===== src/rtl/bb_msg_reader.sv =====
// bb_msg_reader: Avalon-MM master that polls the image processor's message
// FIFO, drains complete three-word bounding-box messages (ID, top-left,
// bottom-right), validates the ID word and presents the decoded corners on a
// valid/ready output.
// Optional build macro: BB_MSG_FLUSH_EN -- on an ID mismatch, write the
// FIFO-clear command to the status register instead of resyncing by re-polling.
module bb_msg_reader #(
    parameter int unsigned POLL_INTERVAL = 1024,
    parameter logic [31:0] MSG_ID        = 32'h00524242
) (
    input  logic        clk,
    input  logic        reset_n,
    output logic [2:0]  m_address,
    output logic        m_read,
    output logic        m_write,
    output logic [31:0] m_writedata,
    input  logic [31:0] m_readdata,
    input  logic        m_waitrequest,
    output logic        bb_valid,
    input  logic        bb_ready,
    output logic [10:0] bb_x_min,
    output logic [10:0] bb_y_min,
    output logic [10:0] bb_x_max,
    output logic [10:0] bb_y_max,
    output logic [7:0]  err_count
);

    typedef enum logic [3:0] {
        IDLE, ST_REQ, ST_CAP, ID_REQ, ID_CAP, TL_REQ, TL_CAP, BR_REQ, BR_CAP, OUT
`ifdef BB_MSG_FLUSH_EN
        , FLUSH
`endif
    } state_t;

    localparam logic [15:0] TIMER_LOAD  = 16'(POLL_INTERVAL - 1);
    localparam logic [2:0]  ADDR_STATUS = 3'd0;
    localparam logic [2:0]  ADDR_MSG    = 3'd1;
`ifdef BB_MSG_FLUSH_EN
    localparam logic [31:0] FLUSH_CMD   = 32'h00000010;
`endif

    state_t      state;
    logic [15:0] timer;
    logic [10:0] tl_x;
    logic [10:0] tl_y;

    // Error counter sticks at its maximum instead of wrapping
    function automatic logic [7:0] sat_inc(input logic [7:0] v);
        return (v == 8'hFF) ? v : v + 8'd1;
    endfunction

    // Coordinate words carry x in [26:16] and y in [10:0]; other bits are ignored
    function automatic logic [10:0] hi_coord(input logic [31:0] w);
        return w[26:16];
    endfunction

    function automatic logic [10:0] lo_coord(input logic [31:0] w);
        return w[10:0];
    endfunction

    // Hold the top-left corner until the bottom-right word completes the message
    always_ff @(posedge clk) begin
        if (state == TL_CAP) begin
            tl_x <= hi_coord(m_readdata);
            tl_y <= lo_coord(m_readdata);
        end
    end

    // Poll/drain state machine; every bus and output signal is registered here
    always_ff @(posedge clk or negedge reset_n) begin
        if (!reset_n) begin
            state     <= IDLE;
            timer     <= TIMER_LOAD;
            m_read    <= 1'b0;
            m_address <= ADDR_STATUS;
            bb_valid  <= 1'b0;
            bb_x_min  <= '0;
            bb_y_min  <= '0;
            bb_x_max  <= '0;
            bb_y_max  <= '0;
            err_count <= '0;
`ifdef BB_MSG_FLUSH_EN
            m_write     <= 1'b0;
            m_writedata <= '0;
`endif
        end else begin
            case (state)
                IDLE: begin
                    if (timer == '0) begin
                        state     <= ST_REQ;
                        m_read    <= 1'b1;
                        m_address <= ADDR_STATUS;
                    end else begin
                        timer <= timer - 16'd1;
                    end
                end
                // Each *_REQ holds the read until accepted; *_CAP idles the bus
                // for one cycle so the slave sees a fresh rising read edge.
                ST_REQ: if (!m_waitrequest) begin state <= ST_CAP; m_read <= 1'b0; end
                ID_REQ: if (!m_waitrequest) begin state <= ID_CAP; m_read <= 1'b0; end
                TL_REQ: if (!m_waitrequest) begin state <= TL_CAP; m_read <= 1'b0; end
                BR_REQ: if (!m_waitrequest) begin state <= BR_CAP; m_read <= 1'b0; end
                ST_CAP: begin
                    if (m_readdata[15:8] >= 8'd3) begin
                        state     <= ID_REQ;
                        m_read    <= 1'b1;
                        m_address <= ADDR_MSG;
                    end else begin
                        state <= IDLE;
                        timer <= TIMER_LOAD;
                    end
                end
                ID_CAP: begin
                    if (m_readdata == MSG_ID) begin
                        state     <= TL_REQ;
                        m_read    <= 1'b1;
                        m_address <= ADDR_MSG;
                    end else begin
                        err_count <= sat_inc(err_count);
`ifdef BB_MSG_FLUSH_EN
                        state       <= FLUSH;
                        m_write     <= 1'b1;
                        m_address   <= ADDR_STATUS;
                        m_writedata <= FLUSH_CMD;
`else
                        // Re-poll at once; each attempt discards one stale word
                        state     <= ST_REQ;
                        m_read    <= 1'b1;
                        m_address <= ADDR_STATUS;
`endif
                    end
                end
                TL_CAP: begin
                    state     <= BR_REQ;
                    m_read    <= 1'b1;
                    m_address <= ADDR_MSG;
                end
                BR_CAP: begin
                    // Corners become visible only once the whole message is in
                    bb_x_min <= tl_x;
                    bb_y_min <= tl_y;
                    bb_x_max <= hi_coord(m_readdata);
                    bb_y_max <= lo_coord(m_readdata);
                    bb_valid <= 1'b1;
                    state    <= OUT;
                end
                OUT: begin
                    if (bb_ready) begin
                        bb_valid <= 1'b0;
                        state    <= IDLE;
                        timer    <= TIMER_LOAD;
                    end
                end
`ifdef BB_MSG_FLUSH_EN
                FLUSH: begin
                    if (!m_waitrequest) begin
                        m_write     <= 1'b0;
                        m_writedata <= '0;
                        state       <= IDLE;
                        timer       <= TIMER_LOAD;
                    end
                end
`endif
                default: begin
                    state  <= IDLE;
                    timer  <= TIMER_LOAD;
                    m_read <= 1'b0;
                end
            endcase
        end
    end

`ifndef BB_MSG_FLUSH_EN
    assign m_write     = 1'b0;
    assign m_writedata = '0;
`endif

endmodule


===== config.mk =====
export PLATFORM = sky130hd
export DESIGN_NAME = bb_msg_reader
export DESIGN_NICKNAME = d
export VERILOG_FILES = /design/src/rtl/bb_msg_reader.sv
export SDC_FILE = /design/constraint.sdc
export NUM_CORES = 1
export LEC_CHECK = 0
export ABC_AREA = 1
export CAP_MARGIN = 10
export CORE_AREA = 2 2 135 137
export DETAILED_ROUTE_END_ITERATION = 10
export DIE_AREA = 0 0 137 139
export GPL_TIMING_DRIVEN = 0
export PLACE_DENSITY_LB_ADDON = 0.1
export SLEW_MARGIN = 20
export SYNTH_ARGS = -nofsm -noshare
export SYNTH_HDL_FRONTEND = slang
export SYNTH_SLANG_ARGS = --single-unit
export TNS_END_PERCENT = 100

===== constraint.sdc =====
create_clock -name clk -period 5 [get_ports clk]
set_clock_uncertainty 0.2 [all_clocks]
set_input_delay 1 -clock clk [delete_from_list [all_inputs] [get_ports clk]]
set_output_delay 1 -clock clk [all_outputs]
set_load 0.05 [all_outputs]

==> reports/metrics.csv <==
stage;metric;value;unit
status;status;finished clean;
synthesis;FF+latch count, synth;97;
placed_design;IO buf count;90;
floorplanning;core box area;0.0177;mm²
finish;number of diodes;0;
finish;register area;0.00255;mm²
synthesis;Syn Inst Count;594;
cts;H-tree depth;3;
cts;CTS Buf Count;9;
finish;Finished Cell Area;0.00653;mm²
worst_hold_path;Min-Delay Path Depth;2;
synthesis;synthesized cell area;0.00484;mm²
timing;RSZ-0062 raised after global routing;no;
synthesis;yosys warns;0;
timing;Max Clk Rate;349;MHz
floorplanning;Rows;49;
grt;GRT Residual Overflow;0;
floorplanning;Die Ht;139;µm
floorplanning;Initial Util;0.274;
worst_setup_path;Crit Path Category;flip-flop to output port;
power_and_ir_drop;Net Sw Frac;0.460;
power_and_ir_drop;Clock power frac;0.184;
cts;Post-CTS Setup Inserts;0;
finish;most frequent cells in the layout;nand2_1, clkdlybuf4s50_1, dfrtp_1;
run;Max Cap Viol;0;
drt;Detailed Route Iter0 Violations;188;
finish;most common cell after layout, fill and taps aside;nand2_1;
power_and_ir_drop;internal power;2.15;mW
worst_setup_path;worst path required time;3.80;ns
drt;Avg WL per Cell;12.4;µm
worst_hold_path;min-delay worst type;flip-flop to flip-flop;
synthesis;sequential fraction of the synthesis area;0.526;
cts;post-CTS sizing;0;
timing;Final min period;2.87;ns
timing;Hold Vio Cnt, Final;0;
timing;Final Max Tran Viols;0;
synthesis;post-synthesis cell type count;32;
finish;share of cells above drive strength 1;0.131;
finish;layout net count;772;
cts;clk root buf;clkbuf_16;
finish;Layout Area Growth over Synthesis;34.8;%
cts;post-cts hold buffer count;0;
cts;CTS tree;built;
placed_design;GPL Wtd Cong;0.831;
worst_setup_path;Cell Chain, Critical Path;clkdlybuf4s50_1;
floorplanning;Die X-Extent;137;µm
finish;Fillers;1858;
drt;vias per inst;4.04;
grt;vias in the first global route;3888;
worst_setup_path;Worst R2R Path Depth;5;
cts;total clock sinks;97;
grt;Tot GR Track Use;0.133;
worst_setup_path;Critical Path Start Type;flip-flop;
worst_setup_path;Critical Path Max Stage Delay;0.85;ns
cts;clock buffer depth;2;
placed_design;placed cell count;951;
drt;DRC errors left;0;
worst_setup_path;crit path from;err_count[7]$_DFFE_PN0P_;
worst_setup_path;crit path max fanout;4;
placed_design;Placed Area;0.00621;mm²
grt;initial antenna violation count;0;
cts;latest clock arrival within the worst-skew pair;0.35;ns
power_and_ir_drop;sequential share of power;0.321;
worst_setup_path;Reg2Reg Launch Point;state[3]$_DFFE_PN0P_;
timing;relative slew slack;0.578;
power_and_ir_drop;P_sw;1.83;mW
power_and_ir_drop;Gate power share;0.495;
worst_setup_path;crit end category;output port;
floorplanning;die area;0.0190;mm²
power_and_ir_drop;LEAKAGE;3.18;nW
drt;drt total wl;12.0;mm
timing;Final Cycle Share;0.573;
timing;final setup violation count;0;
grt;first-pass GRT wire length;19.6;mm
power_and_ir_drop;PwrDens;610;mW/mm²
drt;post-route ant nets;0;
finish;area occupied by multi-input gates;0.00186;mm²
timing;post-route setup TNS;0;ns
grt;largest net degree at the start of global routing;51;
cts;Reg clk slew, reported paths;0.07;ns
worst_setup_path;Worst Path Buf+Inv;1;
timing;worst-margin pin slew;0.633;ns
worst_setup_path;total stage count of the critical path;1;
worst_setup_path;CP top delay family;buffers and inverters;
drt;vias;3902;
finish;post-layout util;0.370;
worst_setup_path;Worst EP arrival;1.67;ns
drt;Detailed Routing Iterations Pass 1;4;
worst_hold_path;hold path startpoint;tl_x[7]$_DFFE_PP_;
worst_setup_path;Crit-path slowest cell;clkdlybuf4s50_1;
floorplanning;I/O pin total;126;
worst_setup_path;Reg2Reg Setup Slack;3.20;ns
power_and_ir_drop;worst vdd rail ir drop;0.282;mV
finish;non-filler cells in the finished layout;967;
placed_design;hpwl dp;9.12;mm
synthesis;Avg Inst Size Synth;8.15;µm²
## state kept, by name (all words and copies together) (netlist names)
register,count
bb_valid,1
bb_x_max,11
bb_x_min,11
bb_y_max,11
bb_y_min,11
err_count,8
m_address,1
m_read,1
state,4
timer,16
tl_x,11
tl_y,11
## metal layers
metal  track usage  wire length, µm  vias to the layer above
li1              -                -                     2048
met1         0.169             5380                     1751
met2         0.217             5730                       93
met3        0.0384              727                       10
met4        0.0407              197                        0
met5             0                0                        -
## stage by stage
step           hold WS [ns]  setup WS, ns  power (mW)
2_1_floorplan         0.218          2.01        2.65
6_report              0.237          2.13        3.98
3_5_place_dp          0.227          2.00        3.28
5_1_grt               0.257          2.07        4.25
4_1_cts               0.240          2.12        4.03
3_3_place_gp          0.223        -0.204        3.26
## power groups by stage
stage          Clock, mW  Combinational, mW  Sequential, mW
6_report           0.733               1.97            1.28
5_1_grt            0.791               2.14            1.31
3_5_place_dp           0               1.99            1.29
4_1_cts            0.756               1.99            1.28
3_3_place_gp           0               1.97            1.29
2_1_floorplan          0              0.739            1.91
## kinds of logic after synthesis
family / Yosys count / synth area share
flops: 97 / 0.526
xor+xnor: 7 / 0.0127
compound gates: 37 / 0.0468
buf+inv: 108 / 0.117
fa+ha+maj: 3 / 0.00775
other cells: 1 / 0.000774
simple gates: 341 / 0.289
## synthesized netlist by cell type, drive strengths merged
master / number / share of area
a21oi: 2 / 0.0036
nand3: 38 / 0.040
buf: 42 / 0.065
conb: 1 / 0.00077
edfxtp: 22 / 0.14
dfstp: 10 / 0.054
clkbuf: 6 / 0.0046
a31oi: 1 / 0.0044
nand3b: 3 / 0.0046
inv: 59 / 0.046
nor3: 4 / 0.0065
ha: 3 / 0.0078
xnor2: 6 / 0.011
dfrtp: 65 / 0.34
clkinv: 1 / 0.00077
nand2: 239 / 0.19
o21a: 1 / 0.0016
or2: 3 / 0.0039
o21ai: 33 / 0.037
nor2: 54 / 0.045
xor2: 1 / 0.0018
## tightest hold or removal path: stages, from the launching register on
cell	delay (ns)
edfxtp_1	0.32
nand2_1	0.05
nand2_1	0.05
## path summary, 6_finish.rpt
path,endpoint
worst max-delay path,err_count[7]
worst min-delay path,bb_x_min[7]$_DFFE_PN0P_
worst max register to register,tl_y[3]$_DFFE_PP_
worst min register to register,bb_x_min[7]$_DFFE_PN0P_
max in group asynchronous,timer[6]$_DFFE_PN1P_
min in group asynchronous,bb_x_max[4]$_DFFE_PN0P_
## layout make-up
cell class                 count  share of cell area
buffer                        48              0.0519
clock buffer                  10              0.0366
clock inverter                 6              0.0113
inverter                      60              0.0345
multi-input combinational    423               0.285
sequential                    97               0.391
tap                          229              0.0439
timing repair buffer          94               0.146
(Power assumes the default switching activity.)
==> RTL change 1 (same settings) <==
Make the reset (`reset_n`) synchronous in one clocked block.
--- a/src/rtl/bb_msg_reader.sv
+++ b/src/rtl/bb_msg_reader.sv
@@ -67,7 +67,7 @@
     end
 
     // Poll/drain state machine; every bus and output signal is registered here
-    always_ff @(posedge clk or negedge reset_n) begin
+    always_ff @(posedge clk) begin
         if (!reset_n) begin
             state     <= IDLE;
             timer     <= TIMER_LOAD;
Behaviour: same outputs for any inputs over 10 cycles, from zero or initial values and one cycle with reset_n low; that may be too few to reach the edited logic, so the function may still have changed.
==> RTL change 1 against the unedited design <==
- synthesized cell count down 1.2%
- area after synthesis shrank 6.5%
- routed wire length up 2.0%
- design area shrank 6.1%
- count of clock-buffer cells in the layout shrank 1
- first-iteration DRC count is 23% lower
- global-route usage fell by 0.060 points
- worst setup slack improved by 0.043 ns
- core utilization decreased by 2.3 points
- via count rose by 1.5%
- highest routed layer unchanged
- largest cell class unchanged
- sequential cell count unchanged
- critical endpoint is now err_count[6]
Power is not compared: it rests on default switching activity, and its combinational part moved more than twofold at a synthesized area within 25%.
==> RTL change 1: results (changes against the unedited design) <==
[run_status]
outcome = finished clean

[min_path]
min_path_type = flop to flop
worst_hold_path.num_cells = 2  ; unchanged

[yosys]
synthXorXnorAreaFrac_pct = 1.160  ; -0.11 points
synth_common_cells = nor2_1 (119), nand2_1 (106), dfxtp_1 (75)
synth_compound_area_share_pct = 9.834  ; +5.2 points
synth_enable_flop_cells = 22  ; unchanged
yosys.area_share.adder_pct = 0.8287  ; +0.054 points
synth.area.top_cells = dfxtp_1 (33%), edfxtp_1 (15%), nor2_1 (9.9%)
yosysSeqAreaShare_pct = 47.73  ; -4.9 points
muxShareOfSynthArea_pct = 0  ; unchanged
ys_types = 34  ; +6.3%
synth_async_sr_flop_share_pct = 0  ; -77 points

[setup_path]
ff2ff_path_depth = 7  ; +2
crit_fanout = 6  ; +2
cp.arrival_ns = 1.62  ; -0.05 ns
critPathMaxStageDelay_ns = 0.84

[layout]
finalNetCount = 760  ; -1.6%
diodes = 0  ; unchanged
drive_gt1_share_pct = 11.29  ; -1.8 points

[clock_network]
root_buffer = clkbuf_16
clk_pin_slew_worst_paths_ns = 0.07  ; about the same
htreeDepth = 3  ; unchanged
clkLatencyLatePin_ns = 0.35  ; about the same
numCtsBuffers = 9  ; unchanged

[timing]
worst-slew-pin-transition_ns = 0.7357  ; +0.1030 ns

[place]
hpwl_um = 9172  ; +0.62%
gp_congestion = 0.8434  ; +1.5%
dpl-instance-area_mm2 = 0.005842  ; -6.0%
placement.io_buffers = 89  ; -1.1%

[detailed_routing]
routed_wl_um = 12270  ; +2.0%
drc = 0  ; unchanged
vias_per_cell = 4.149  ; +2.8%
drtIter0Drc = 144  ; -23%

[grt]
antenna_found_initial = 0  ; unchanged
first_global_vias = 3746  ; -3.7%
grt_max_degree = 25  ; -51%
grt_pass1_wl_um = 19450  ; -0.84%
grtUsageTotal_pct = 13.22  ; -0.060 points

[pwr]
power.internal_w = 0.001204
peakVddDrop_mv = 0.1479

==> RTL change 1: cell type report <==
cell class                      count  area, µm²
Inverter                           50      190.2
Multi-Input combinational cell    422       1964
Fill cell                        1899      11530
Timing Repair Buffer               89      890.9
Clock buffer                        9      225.2
Clock inverter                      7      61.31
Tap cell                          229      286.5
Buffer                             52      347.8
Sequential cell                    97       2162
==> RTL change 1: power groups by stage <==
stage / Clock, W / Combinational (W) / Sequential, W
6_report: 0.000687 / 0.000148 / 0.000803
5_1_grt: 0.000738 / 0.000160 / 0.000803
4_1_cts: 0.000710 / 0.000148 / 0.000803
3_5_place_dp: 0 / 0.000148 / 0.000821
3_3_place_gp: 0 / 0.000148 / 0.000821
2_1_floorplan: 0 / 0.000106 / 0.000821
==> RTL change 1: tightest hold or removal path, stage by stage (launching register included) <==
cell     delay [ns]
dfxtp_1        0.31
nand2_1        0.06
a21oi_1        0.05
==> RTL change 1: worst paths after layout <==
path                     start           end  slack, ns
hold / removal          m_read        m_read       0.26
hold reg to reg         m_read        m_read       0.26
setup / recovery  err_count[6]  err_count[6]       2.18
setup reg to reg      state[3]      state[1]       2.89
==> RTL change 1: through the flow <==
stage | setup WS, ns | hold slack [ns] | cells | power [W]
after floorplan | 2.648 | 0.2496 | 621 | 0.0009271
after global routing | 2.066 | 0.2749 | 955 | 0.001702
after CTS | 2.139 | 0.2652 | 955 | 0.001661
after detailed placement | 1.897 | 0.2550 | 939 | 0.0009695
final | 2.177 | 0.2615 | 955 | 0.001638
after global placement | 1.830 | 0.2585 | 939 | 0.0009692
==> RTL change 1: routing by layer <==
layer / part of all wire (%) / wire [µm] / global-route usage (%)
met2: 47 / 5729 / 21.58
met4: 1.8 / 223 / 5.426
met3: 6.1 / 750 / 3.728
met5: 0 / 0 / 0
met1: 45 / 5568 / 16.24
==> RTL change 2 (same settings) <==
Without the edit above. Add a define of `BB_MSG_FLUSH_EN`.
--- a/src/rtl/bb_msg_reader.sv
+++ b/src/rtl/bb_msg_reader.sv
@@ -4,6 +4,8 @@
 // valid/ready output.
 // Optional build macro: BB_MSG_FLUSH_EN -- on an ID mismatch, write the
 // FIFO-clear command to the status register instead of resyncing by re-polling.
+`define BB_MSG_FLUSH_EN
+
 module bb_msg_reader #(
     parameter int unsigned POLL_INTERVAL = 1024,
     parameter logic [31:0] MSG_ID        = 32'h00524242
Behaviour: no difference found for any inputs over 10 cycles, from zero or initial values and one cycle with reset_n low; that may be too few to reach the edited logic, so the function may still have changed.
==> RTL change 2 against the unedited design <==
- critical path type unchanged
- total power increased by 7.4%
- core utilization fell by 0.21 points
- critical path depth did not move
- via count down 4.3%
- first-iteration DRC count down 0.53%
- worst setup slack better by 0.025 ns
- sequential cell count is 1 higher
- combinational power increased by 12%
- area after synthesis is 1.2% lower
- routed wire length shrank 0.27%
- sequential power increased by 3%
- design area is 0.56% lower
==> RTL change 2: results (changes against the unedited design) <==
[setup_path]
rr_endpoint = timer[14]
ff2ff_path_depth = 7  ; +2
reg2reg_slack_ns = 3.13  ; -0.07 ns
critPathLaunch = err_count[5]
r2r_start = state[1]
cp.arrival_ns = 1.64  ; -0.03 ns

[detailed_routing]
wl_per_cell_um = 13.26  ; +6.6%
vias_per_cell = 4.127  ; +2.3%
met2WireLength_um = 5979  ; +4.3%

[min_path]
min_to = bb_valid

[grt]
grt.met1_usage_pct = 16.59  ; -0.29 points
grtUsageTotal_pct = 13.30  ; +0.023 points
grtUsageMet3_pct = 3.692  ; -0.15 points

[place]
placement.io_buffers = 92  ; +2.2%
hpwl_um = 8824  ; -3.2%
gp_congestion = 0.8544  ; +2.8%

[pwr]
peakVddDrop_mv = 0.3324  ; +18%
power_leakage_nw = 3.075  ; -3.3%

[yosys]
synth.area.top_cells = dfrtp_1 (35%), edfxtp_1 (14%), nand2_1 (12%)
synth_compound_area_share_pct = 4.289  ; -0.39 points
yosysSeqAreaShare_pct = 53.82  ; +1.2 points
yosys.area_share.adder_pct = 0.7845  ; +0.0095 points
synth_async_sr_flop_share_pct = 77.55  ; +0.23 points
synthXorXnorAreaFrac_pct = 2.197  ; +0.93 points
postSynthCellCount = 534  ; -10%

[timing]
hold_ws_ns = 0.2697  ; +0.03258 ns
maxSlewHeadroom_pct = 62.74  ; +4.9 points

[run_status]
outcome = finished clean

==> RTL change 2: layout make-up <==
cell class                      count  area [µm²]
Tap cell                          229       286.5
Clock inverter                      7       93.84
Buffer                             45       319.1
Clock buffer                        9       225.2
Timing Repair Buffer               94       973.4
Fill cell                        1810       11170
Multi-Input combinational cell    361        1785
Sequential cell                    98        2575
Inverter                           62       232.7
==> RTL change 2: stage by stage <==
step / worst slack, ns / area (µm²) / power, W
floorplan: 2.688 / 4905 / 0.002831
global placement: -0.3877 / 6112 / 0.003525
detailed placement: 2.020 / 6172 / 0.003562
CTS: 2.114 / 6491 / 0.004340
global route: 2.093 / 6491 / 0.004554
finish: 2.159 / 6491 / 0.004273
==> RTL change 2: logic make-up (layout without fill, tap and decap cells) <==
logic type,Yosys count,count (layout)
other,1,33
adders and majority gates,3,3
muxes,28,28
buffers and inverters,107,217
DFF,98,98
xor gates and xnor gates,12,12
AOI/OAI and AO/OA,41,41
and+or+nand+nor,244,244
